<file path="src/rtl/sc_sched_pkg.sv">
// Shared types and helpers for the SC decoding schedule generator.
// Provides the FSM state type, default code geometry and stage cycle count.
package sc_sched_pkg;

  typedef enum logic [1:0] {IDLE, RUN, DONE} state_t;

  localparam int N_LOG_DEF = 3;
  localparam int P_LOG_DEF = 1;
  localparam int N  = 1 << N_LOG_DEF;
  localparam int SW = (N_LOG_DEF - 1 - P_LOG_DEF > 1) ? (N_LOG_DEF - 1 - P_LOG_DEF) : 1;

  function automatic int sub_width(input int n_log, input int p_log);
    return (n_log - 1 - p_log > 1) ? (n_log - 1 - p_log) : 1;
  endfunction

  // Cycles needed by stage s, minus one (a stage no wider than the PE array takes one cycle).
  function automatic int stage_cycles(input int s, input int p_log);
    return (s > p_log) ? ((1 << (s - p_log)) - 1) : 0;
  endfunction

endpackage

</file>
<file path="src/rtl/sc_tz_count.sv">
// Combinational trailing-zero count of an N_LOG-bit value; zero input yields N_LOG-1.
module sc_tz_count #(
  parameter int N_LOG = 3
) (
  input  logic [N_LOG-1:0]         value,
  output logic [$clog2(N_LOG)-1:0] count
);

  localparam int CW = $clog2(N_LOG);

  // Scan from the top so the lowest set bit wins.
  always_comb begin
    count = CW'(N_LOG - 1);
    for (int i = N_LOG - 1; i >= 0; i--) begin
      if (value[i]) count = CW'(i);
    end
  end

endmodule

</file>
<file path="src/rtl/sc_schedule_generator.sv">
// Walks the SC decoding tree bit by bit, presenting one registered (stage, bit, slice, f/g) step per unstalled cycle.
// First step appears the cycle after start; stall holds the step and drops pe_valid; done pulses one cycle after the last step.
module sc_schedule_generator
  import sc_sched_pkg::*;
#(
  parameter int N_LOG = N_LOG_DEF,
  parameter int P_LOG = P_LOG_DEF
) (
  input  logic                                clk,
  input  logic                                rst,
  input  logic                                start,
  input  logic                                stall,
  output logic                                ready,
  output logic                                busy,
  output logic                                done,
  output logic                                pe_valid,
  output logic [$clog2(N_LOG)-1:0]            stage_index,
  output logic [N_LOG-1:0]                    bit_index,
  output logic [sub_width(N_LOG, P_LOG)-1:0]  sub_index,
  output logic                                fg_sel
);

  localparam int STW = $clog2(N_LOG);
  localparam int SWL = sub_width(N_LOG, P_LOG);
  localparam logic [STW-1:0] ROOT = STW'(N_LOG - 1);

  state_t           state;
  logic [N_LOG-1:0] bit_next;
  logic [STW-1:0]   next_tz;
  logic [STW-1:0]   stage_dn;
  logic             last_sub;

  assign bit_next = bit_index + N_LOG'(1);
  assign stage_dn = stage_index - STW'(1);
  assign last_sub = (sub_index == SWL'(stage_cycles(int'(stage_index), P_LOG)));
  assign pe_valid = busy & ~stall;

  sc_tz_count #(.N_LOG(N_LOG)) u_tz (
    .value (bit_next),
    .count (next_tz)
  );

  always_ff @(posedge clk or posedge rst) begin
    if (rst) begin
      state       <= IDLE;
      ready       <= 1'b1;
      busy        <= 1'b0;
      done        <= 1'b0;
      stage_index <= ROOT;
      bit_index   <= '0;
      sub_index   <= '0;
      fg_sel      <= 1'b0;
    end else begin
      case (state)
        IDLE: begin
          done <= 1'b0;
          if (start) begin
            state <= RUN;
            ready <= 1'b0;
            busy  <= 1'b1;
          end
        end
        RUN: begin
          if (!stall) begin
            if (!last_sub) begin
              sub_index <= sub_index + SWL'(1);
            end else if (stage_index != '0) begin
              stage_index <= stage_dn;
              sub_index   <= '0;
              fg_sel      <= bit_index[stage_dn];
            end else if (!(&bit_index)) begin
              // The new bit's start stage is its lowest set bit, so it always opens with g.
              bit_index   <= bit_next;
              stage_index <= next_tz;
              sub_index   <= '0;
              fg_sel      <= 1'b1;
            end else begin
              state       <= DONE;
              busy        <= 1'b0;
              done        <= 1'b1;
              stage_index <= ROOT;
              bit_index   <= '0;
              sub_index   <= '0;
              fg_sel      <= 1'b0;
            end
          end
        end
        DONE: begin
          state <= IDLE;
          done  <= 1'b0;
          ready <= 1'b1;
        end
        default: state <= IDLE;
      endcase
    end
  end

endmodule

</file>
<file path="config.mk">
export PLATFORM = sky130hd
export DESIGN_NAME = sc_schedule_generator
export DESIGN_NICKNAME = d
export VERILOG_FILES = /design/src/rtl/sc_sched_pkg.sv /design/src/rtl/sc_tz_count.sv /design/src/rtl/sc_schedule_generator.sv
export SDC_FILE = /design/constraint.sdc
export NUM_CORES = 1
export LEC_CHECK = 0
export BUFFER_PORTS_ARGS = -buffer_cell sky130_fd_sc_hd__buf_2
export CAP_MARGIN = 20
export CORE_AREA = 3 3 40 42
export CTS_BUF_LIST = sky130_fd_sc_hd__clkbuf_2 sky130_fd_sc_hd__clkbuf_4 sky130_fd_sc_hd__clkbuf_8
export DETAILED_ROUTE_END_ITERATION = 7
export DIE_AREA = 0 0 43 45
export PLACE_DENSITY = 0.76
export SLEW_MARGIN = 5
export SYNTH_ARGS = -nofsm -noshare
export SYNTH_HDL_FRONTEND = slang
export SYNTH_SLANG_ARGS = --single-unit
</file>
<file path="constraint.sdc">
create_clock -name clk -period 3.3 [get_ports clk]
set_input_delay 0.825 -clock clk [delete_from_list [all_inputs] [get_ports clk]]
set_output_delay 0.825 -clock clk [all_outputs]
set_load 0.1 [all_outputs]
</file>
==> flow_summary.ini, run 1 <==
[finish]
syn_to_final_growth_pct = 16.6
multi_input_area_um2 = 343
seqCellArea_um2 = 303
fill_cells = 94
finalNetCount = 93
fin_util = 0.623
diodes = 0
layout-drive-gt1-share = 0.309

[global_route]
antenna_found_initial = 0
grt_pass1_vias = 452
grt_max_degree = 13
overflow = 0
grt_pass1_wl_mm = 2.04
track_usage = 0.145

[synthesis]
ys_top_cells_by_area = dfrtp_1 36%, ha_1 13%, dfstp_2 7.7%, mux2_4 6.6%, o21ai_0 4.4%
synth_cell_types = 22
syn-mean-instance-area_um2 = 10.7
ys_seq_elements = 12
synth_seq_area_share = 0.441
yosysWarnings = 0
synthMuxAreaShare = 0.129
synthAdderAreaFrac = 0.128
synth_fp_nets = 75
synthSimpleGateAreaFrac = 0.148
synth_top_area_cell = dfrtp_1
synth_compound_area_frac = 0.0947
synthCells = 64
synth_top_family_by_area = simple AND/OR/NAND/NOR gates
synth_xor_area_frac = 0
yosysTopAreaCellShare = 0.364
netlist_area_um2 = 687

[timing]
slew-limit-headroom = 0.672
slew_violations = 0
tightest_slew_ns = 0.495
finalSetupViolations = 0
tns_ns = 0
hold_viol_final = 0
rsz0062_at_grt = false
period_share = 0.699
fmax_mhz = 434
fin_skew_ns = 0.00304
fin_crit_ns = 2.31

[routing]
drc = 0
first_pass_iters = 5
viasPerCell = 5.11
post_drt_wl_per_cell_um = 12.6
totalWireLength_mm = 1.21
num_vias = 491
drtIter0Drc = 10
ant_nets = 0

[worst_hold_path]
hp-class = flop to flop
min_from = done

[worst_setup_path]
path_buf_inv = 2
r2r_slack_ns = 1.33
path_cells = buf_2 > nor2b_1 > buf_2
cp-start-kind = input port
end_kind = output pin
critPathLaunch = stall
cp_max_fo = 4
timing.critical_path.mode_cell = buf_2
cp_data_required_time_ns = 2.47
crit_family = buffers and inverters
critPathSlowestCell = buf_2
slowest_delay_ns = 0.43
r2r_start = stage_index[1]
path_class = input port to output pin
arrival_ns = 1.48

[clock_tree]
root_buffer = clkbuf_4
clk_pin_slew_ns = 0.08
cts-htree-levels = 1
post_cts_buffers = 0
cts_max_path_buffers = 2
worstSkewPairLatency_ns = 0.27
ctsHoldBuffers = 0
cts-resized-gates = 0
cts_tree = done
clock_sinks = 12
cts_buffers = 3

[outcome]
status = complete, no violations

[place]
place_hpwl_um = 929
io_buffers = 14
place_congestion = 0.688

[floorplanning]
start_util = 0.535
ioPinCount = 15
std_cell_rows = 13
coreArea_um2 = 1280
dieArea_um2 = 1940
fp.dieW_um = 43
dieHeight_um = 45

[run]
cap_viol_max_count = 0
[metal layers]
metal / share of wire / wire length, um / global-route usage / up-vias
li1: - / - / - / 252
met1: 0.45 / 547 / 0.181 / 228
met4: 0.0099 / 12 / 0.0904 / 0
met3: 0.038 / 46 / 0.0359 / 2
met5: 0 / 0 / 0 / -
met2: 0.50 / 604 / 0.228 / 9
[state kept, by name (all words and copies together), names as in the netlist]
| register | count |
|---|---|
| done | 1 |
| sub_index | 1 |
| ready | 1 |
| busy | 1 |
| state | 2 |
| fg_sel | 1 |
| bit_index | 3 |
| stage_index | 2 |
[worst paths after layout]
path / depth (start not counted) / to
setup / recovery: 3 / pe_valid
hold / removal: 1 / done
setup reg to reg: 7 / bit_index[2]
hold reg to reg: 1 / done
max in group asynchronous: 2 / ready
min in group asynchronous: 2 / bit_index[0]
[stage by stage]
step / area, um^2 / worst slack [ns] / hold WS [ns] / instances
2_1_floorplan: 687 / 0.102 / 0.467 / 64
3_3_place_gp: 764 / 1.02 / 0.470 / 92
3_5_place_dp: 764 / 0.986 / 0.476 / 92
4_1_cts: 801 / 0.986 / 0.494 / 96
5_1_grt: 801 / 0.986 / 0.528 / 96
6_report: 801 / 0.994 / 0.487 / 96
[cell usage after synthesis (all sizes together)]
cell,number
dfrtp,10
nand2,4
a221oi,1
o211ai,1
nand2b,1
o21ai,6
nor2,8
inv,8
nor2b,2
mux2i,1
mux2,6
a21oi,1
and4bb,1
nand4b,2
dfstp,2
ha,7
buf,1
o22ai,1
o21a,1
[cell type report]
| cell class | instances | share of cell area |
|---|---|---|
| flip-flops and latches | 12 | 0.378 |
| repair buffers | 14 | 0.0875 |
| clock buffers | 4 | 0.0453 |
| well taps | 15 | 0.0234 |
| multi-input cells | 43 | 0.428 |
| inverters | 8 | 0.0375 |
[logic make-up after synthesis]
group / after synthesis
fa+ha+maj: 7
simple gates: 18
mux: 7
flops: 12
compound gates: 11
buf+inv: 9
[placed cells by master (no fill, tap or decap), drive strengths merged]
master  instances
o22ai           1
o21ai           6
o21a            1
inv             8
dfstp           2
nor2b           2
ha              7
mux2            6
nand4b          2
nand2           4
mux2i           1
nand2b          1
nor2            8
and4bb          1
a221oi          1
dfrtp          10
o211ai          1
clkbuf          4
a21oi           1
buf            14
Power of run 1 is not shown: default switching activity piles up to over one toggle a cycle in this logic, so the estimate is an artifact.
==> run 2: changes to the inputs <==
Clock period 3.3 ns to 2.23 ns, I/O delays scaled along.
==> run 2 against run 1 <==
Effect of this change:
- global-route usage is 1.5 points higher
- worst hold slack worse by 0.22 ns
- register-to-register slack worse by 1.1 ns
- clock skew is 0.0016 ns higher
- non-clock buffer count stayed put
==> flow_summary.ini, run 2 (synthesis gave the netlist of run 1 again) <==
[global_route]
track_usage = 0.160
grt_pass1_wl_mm = 2.28
grt_pass1_vias = 525
overflow = 0
antenna_found_initial = 0
grt_max_degree = 13

[place]
place_congestion = 0.741
place_hpwl_um = 958
dp_cells = 92
io_buffers = 14

[finish]
layout.cells.non_filler = 96
final_cell_mix = 14 x buf_2, 9 x dfrtp_1, 8 x inv_1, 8 x nor2_1, 7 x ha_1
layout-drive-gt1-share = 0.333
fill_cells = 125
seqCellArea_um2 = 308
top_regs = bit_index: 3 flops, stage_index: 2 flops, state: 2 flops
largest_reg_flops = 3
top_register = bit_index
finalNetCount = 93
final_common_cell = buf_2
multi_input_area_um2 = 350
syn_to_final_growth_pct = 18.4
diodes = 0

[clock_tree]
cts-htree-levels = 1
cts_tree = done
cts-resized-gates = 0
root_buffer = clkbuf_4
clock_sinks = 12
clk_pin_slew_ns = 0.08
cts_buffers = 3
worstSkewPairLatency_ns = 0.27
cts_max_path_buffers = 2
ctsHoldBuffers = 0
post_cts_buffers = 0

[worst_setup_path]
path_class = flop to flop
timing.critical_path.mode_cell = ha_1
r2r_end = bit_index[2]
cp_data_required_time_ns = 2.40
arrival_ns = 2.20
path_cells = inv_1 > ha_1 > nor2_1 > ha_1 > and4bb_1 > nand2_4 > mux2_4
slowest_delay_ns = 0.62
r2r_start = stage_index[1]
end_kind = flop
critPathLaunch = stage_index[1]
r2r_slack_ns = 0.20
cp_max_fo = 7
reg2regPathDepth = 7
cp-start-kind = flop
critPathSlowestCell = dfstp_4

[worst_hold_path]
hp-class = input port to async pin

[routing]
drtIter0Drc = 5
ant_nets = 0
wl_met3_um = 41
wl_met2_um = 599
num_vias = 513
first_pass_iters = 4
viasPerCell = 5.34
post_drt_wl_per_cell_um = 12.9
top_layer = met4
totalWireLength_mm = 1.24
m1WireLength_um = 561
drc = 0

[timing]
tns_ns = 0
fin_hold_ws_ns = 0.271
period_share = 0.910
fmax_mhz = 493
slew-limit-headroom = 0.677
fin_skew_ns = 0.00463
rsz0062_at_grt = false
hold_viol_final = 0
finalSetupViolations = 0
tightest_slew_ns = 0.488
slew_violations = 0
fin_crit_ns = 2.03

[floorplanning]
dieArea_um2 = 1940
coreArea_um2 = 1280
fp.dieW_um = 43
std_cell_rows = 13
ioPinCount = 15
start_util = 0.535
dieHeight_um = 45

[outcome]
status = complete, no violations

[run]
cap_viol_max_count = 0
==> run 2: cell counts in the layout (fill, tap and decap cells not counted) <==
Identical to the previous run, type by type.
==> run 2: per-layer routing <==
metal / GRT usage / vias to the layer above
li1: - / 252
met1: 0.203 / 246
met2: 0.263 / 11
met3: 0.0120 / 4
met4: 0.108 / 0
met5: 0 / -
==> run 2: area by class of cell <==
type	instances	share of cell area
inverter	8	0.0369
clock buffer	4	0.0446
multi-input combinational	43	0.431
timing repair buffer	14	0.0862
sequential	12	0.378
tap	15	0.0231
==> run 2: worst max path at each step <==
stage	end	slack, ns	depth (start not counted)
2_1_floorplan	bit_index[0]	0.04	8
3_3_place_gp	bit_index[1]	0.23	7
3_5_place_dp	bit_index[2]	0.20	7
4_1_cts	bit_index[2]	0.19	7
5_1_grt	bit_index[2]	0.1	7
6_report	bit_index[2]	0.20	7
==> run 2: metrics by stage <==
stage                     cell area, um^2   util  worst slack, ns
after CTS                             813  0.633            0.190
after global routing                  813  0.633           0.0956
after floorplan                       699      -           0.0353
after global placement                777  0.605            0.233
final                                 813  0.633            0.200
after detailed placement              777  0.605            0.204
==> run 2: critical path: cells and delay by family (launching register included) <==
| family | cells | cell delay [ns] |
|---|---|---|
| simple gates | 3 | 0.52 |
| fa+ha+maj | 2 | 0.41 |
| buf+inv | 1 | 0.06 |
| flops | 1 | 0.62 |
| mux | 1 | 0.30 |
Power of run 2 is left out for the same reason.
==> run 3: changes to the inputs <==
Settings changed: ABC_AREA set to 1, CORE_AREA 3 3 40 42 to not set, CORE_MARGIN set to 3, CORE_UTILIZATION set to 55, DIE_AREA 0 0 43 45 to not set, PLACE_DENSITY 0.76 to 0.8.
==> run 3 against run 2 <==
Effect of this change:
- global-route usage grew 2.7 points
- critical path type is now flop to output pin
- highest routed layer unchanged
- worst setup slack improved by 0.23 ns
- clock-buffer cell count is the same
- utilization is 10 points higher
- synthesized cell count increased by 41%
==> flow_summary.ini, run 3 <==
[floorplanning]
dieArea_um2 = 1820
std_cell_rows = 12
dieHeight_um = 42.7
coreArea_um2 = 1190
ioPinCount = 15
start_util = 0.624
fp.dieW_um = 42.7

[global_route]
grt_pass1_wl_mm = 2.48
grt_max_degree = 13
antenna_found_initial = 0
grt_pass1_vias = 562
track_usage = 0.187
overflow = 0

[synthesis]
synth-edff-count = 0
synth_xor_area_frac = 0
synthCells = 90
ys_top_cells_by_area = dfrtp_1 34%, ha_1 12%, nand2_1 10%, dfstp_2 7.1%, inv_1 6.6%
synthArstFlopShare = 1.00
synth_top_family_by_area = simple AND/OR/NAND/NOR gates
synth_fp_nets = 101
synth_seq_area_share = 0.409
synthAdderAreaFrac = 0.118
ys_seq_elements = 12
yosysTopAreaCellShare = 0.338
yosysWarnings = 0
synth.most_common_cell = nand2_1
synth_compound_area_frac = 0.0946
synth_cell_types = 19
ys.flop_type = dfrtp_1
synth_common_cells = 20 x nand2_1, 13 x inv_1, 11 x nor2_1
synthMuxAreaShare = 0
netlist_area_um2 = 741
synthSimpleGateAreaFrac = 0.302
synth_top_area_cell = dfrtp_1
syn-mean-instance-area_um2 = 8.23

[routing]
wl_met3_um = 71
top_layer = met4
drtIter0Drc = 7
m1WireLength_um = 634
viasPerCell = 5.02
post_drt_wl_per_cell_um = 11.5
wl_met2_um = 644
ant_nets = 0
drc = 0
first_pass_iters = 4
totalWireLength_mm = 1.40
num_vias = 612

[clock_tree]
post_cts_buffers = 0
cts_buffers = 3
cts_max_path_buffers = 2
ctsHoldBuffers = 0
worstSkewPairLatency_ns = 0.29
cts_tree = done
clk_pin_slew_ns = 0.08
root_buffer = clkbuf_4
cts-resized-gates = 0
cts-htree-levels = 1
clock_sinks = 12

[worst_setup_path]
critPathSlowestCell = dfstp_2
critPathLaunch = stage_index[1]
reg2regPathDepth = 9
path_buf_inv = 1
r2r_start = stage_index[1]
crit_family = flip-flops
cp_max_fo = 2
r2r_end = bit_index[1]
cp_data_required_time_ns = 1.67
arrival_ns = 1.24
path_class = flop to output pin
slowest_delay_ns = 0.54
cp-start-kind = flop
path_cells = buf_2
r2r_slack_ns = 0.50
end_kind = output pin

[timing]
fin_hold_ws_ns = 0.258
fin_skew_ns = 0.00791
tns_ns = 0
period_share = 0.806
finalSetupViolations = 0
slew-limit-headroom = 0.675
hold_viol_final = 0
fmax_mhz = 556
slew_violations = 0
rsz0062_at_grt = false
fin_crit_ns = 1.80
tightest_slew_ns = 0.491

[outcome]
status = complete, no violations

[place]
dpl_cell_area_um2 = 836
place_congestion = 0.810
io_buffers = 14
place_hpwl_mm = 1.09

[finish]
largest_reg_flops = 3
syn_to_final_growth_pct = 17.7
layout-drive-gt1-share = 0.306
finalNetCount = 120
design_area_um2 = 872
final_cell_mix = 20 x nand2_1, 14 x buf_2, 13 x inv_1
top_regs = bit_index: 3 flops, stage_index: 2 flops, state: 2 flops
final_common_cell = nand2_1
diodes = 0
fin_util = 0.735
top_register = bit_index

[worst_hold_path]
hp-class = input port to async pin

[run]
cap_viol_max_count = 0
[run 3: worst max-delay path by stage]
stage                           endpoint  cells past startpoint
after floorplan             bit_index[0]                      8
after global placement          pe_valid                      3
after detailed placement        pe_valid                      3
after CTS                 stage_index[1]                      1
after global routing        bit_index[1]                      9
final                     stage_index[1]                      1
[run 3: per-stage QoR]
stage,setup WS [ns],instances
3_5_place_dp,0.461,118
2_1_floorplan,0.0522,90
6_report,0.432,122
4_1_cts,0.429,122
3_3_place_gp,0.476,118
5_1_grt,0.344,122
[run 3: metal layers]
metal	vias to the layer above	track usage
met3	8	0.0508
met2	17	0.284
li1	318	-
met5	-	0
met1	269	0.232
met4	0	0.112
[run 3: logic make-up after synthesis]
family / count (synthesis)
AOI/OAI and AO/OA: 11
adders and majority gates: 7
buffers and inverters: 15
DFF: 12
and+or+nand+nor: 45
[run 3: layout make-up]
cell class	count	area (um^2)
multi-input cells	63	389
fillers	91	314
flip-flops and latches	12	303
repair buffers	14	70.1
inverters	15	56.3
clock buffers	4	36.3
well taps	14	17.5
Power of run 3 is left out for the same reason.
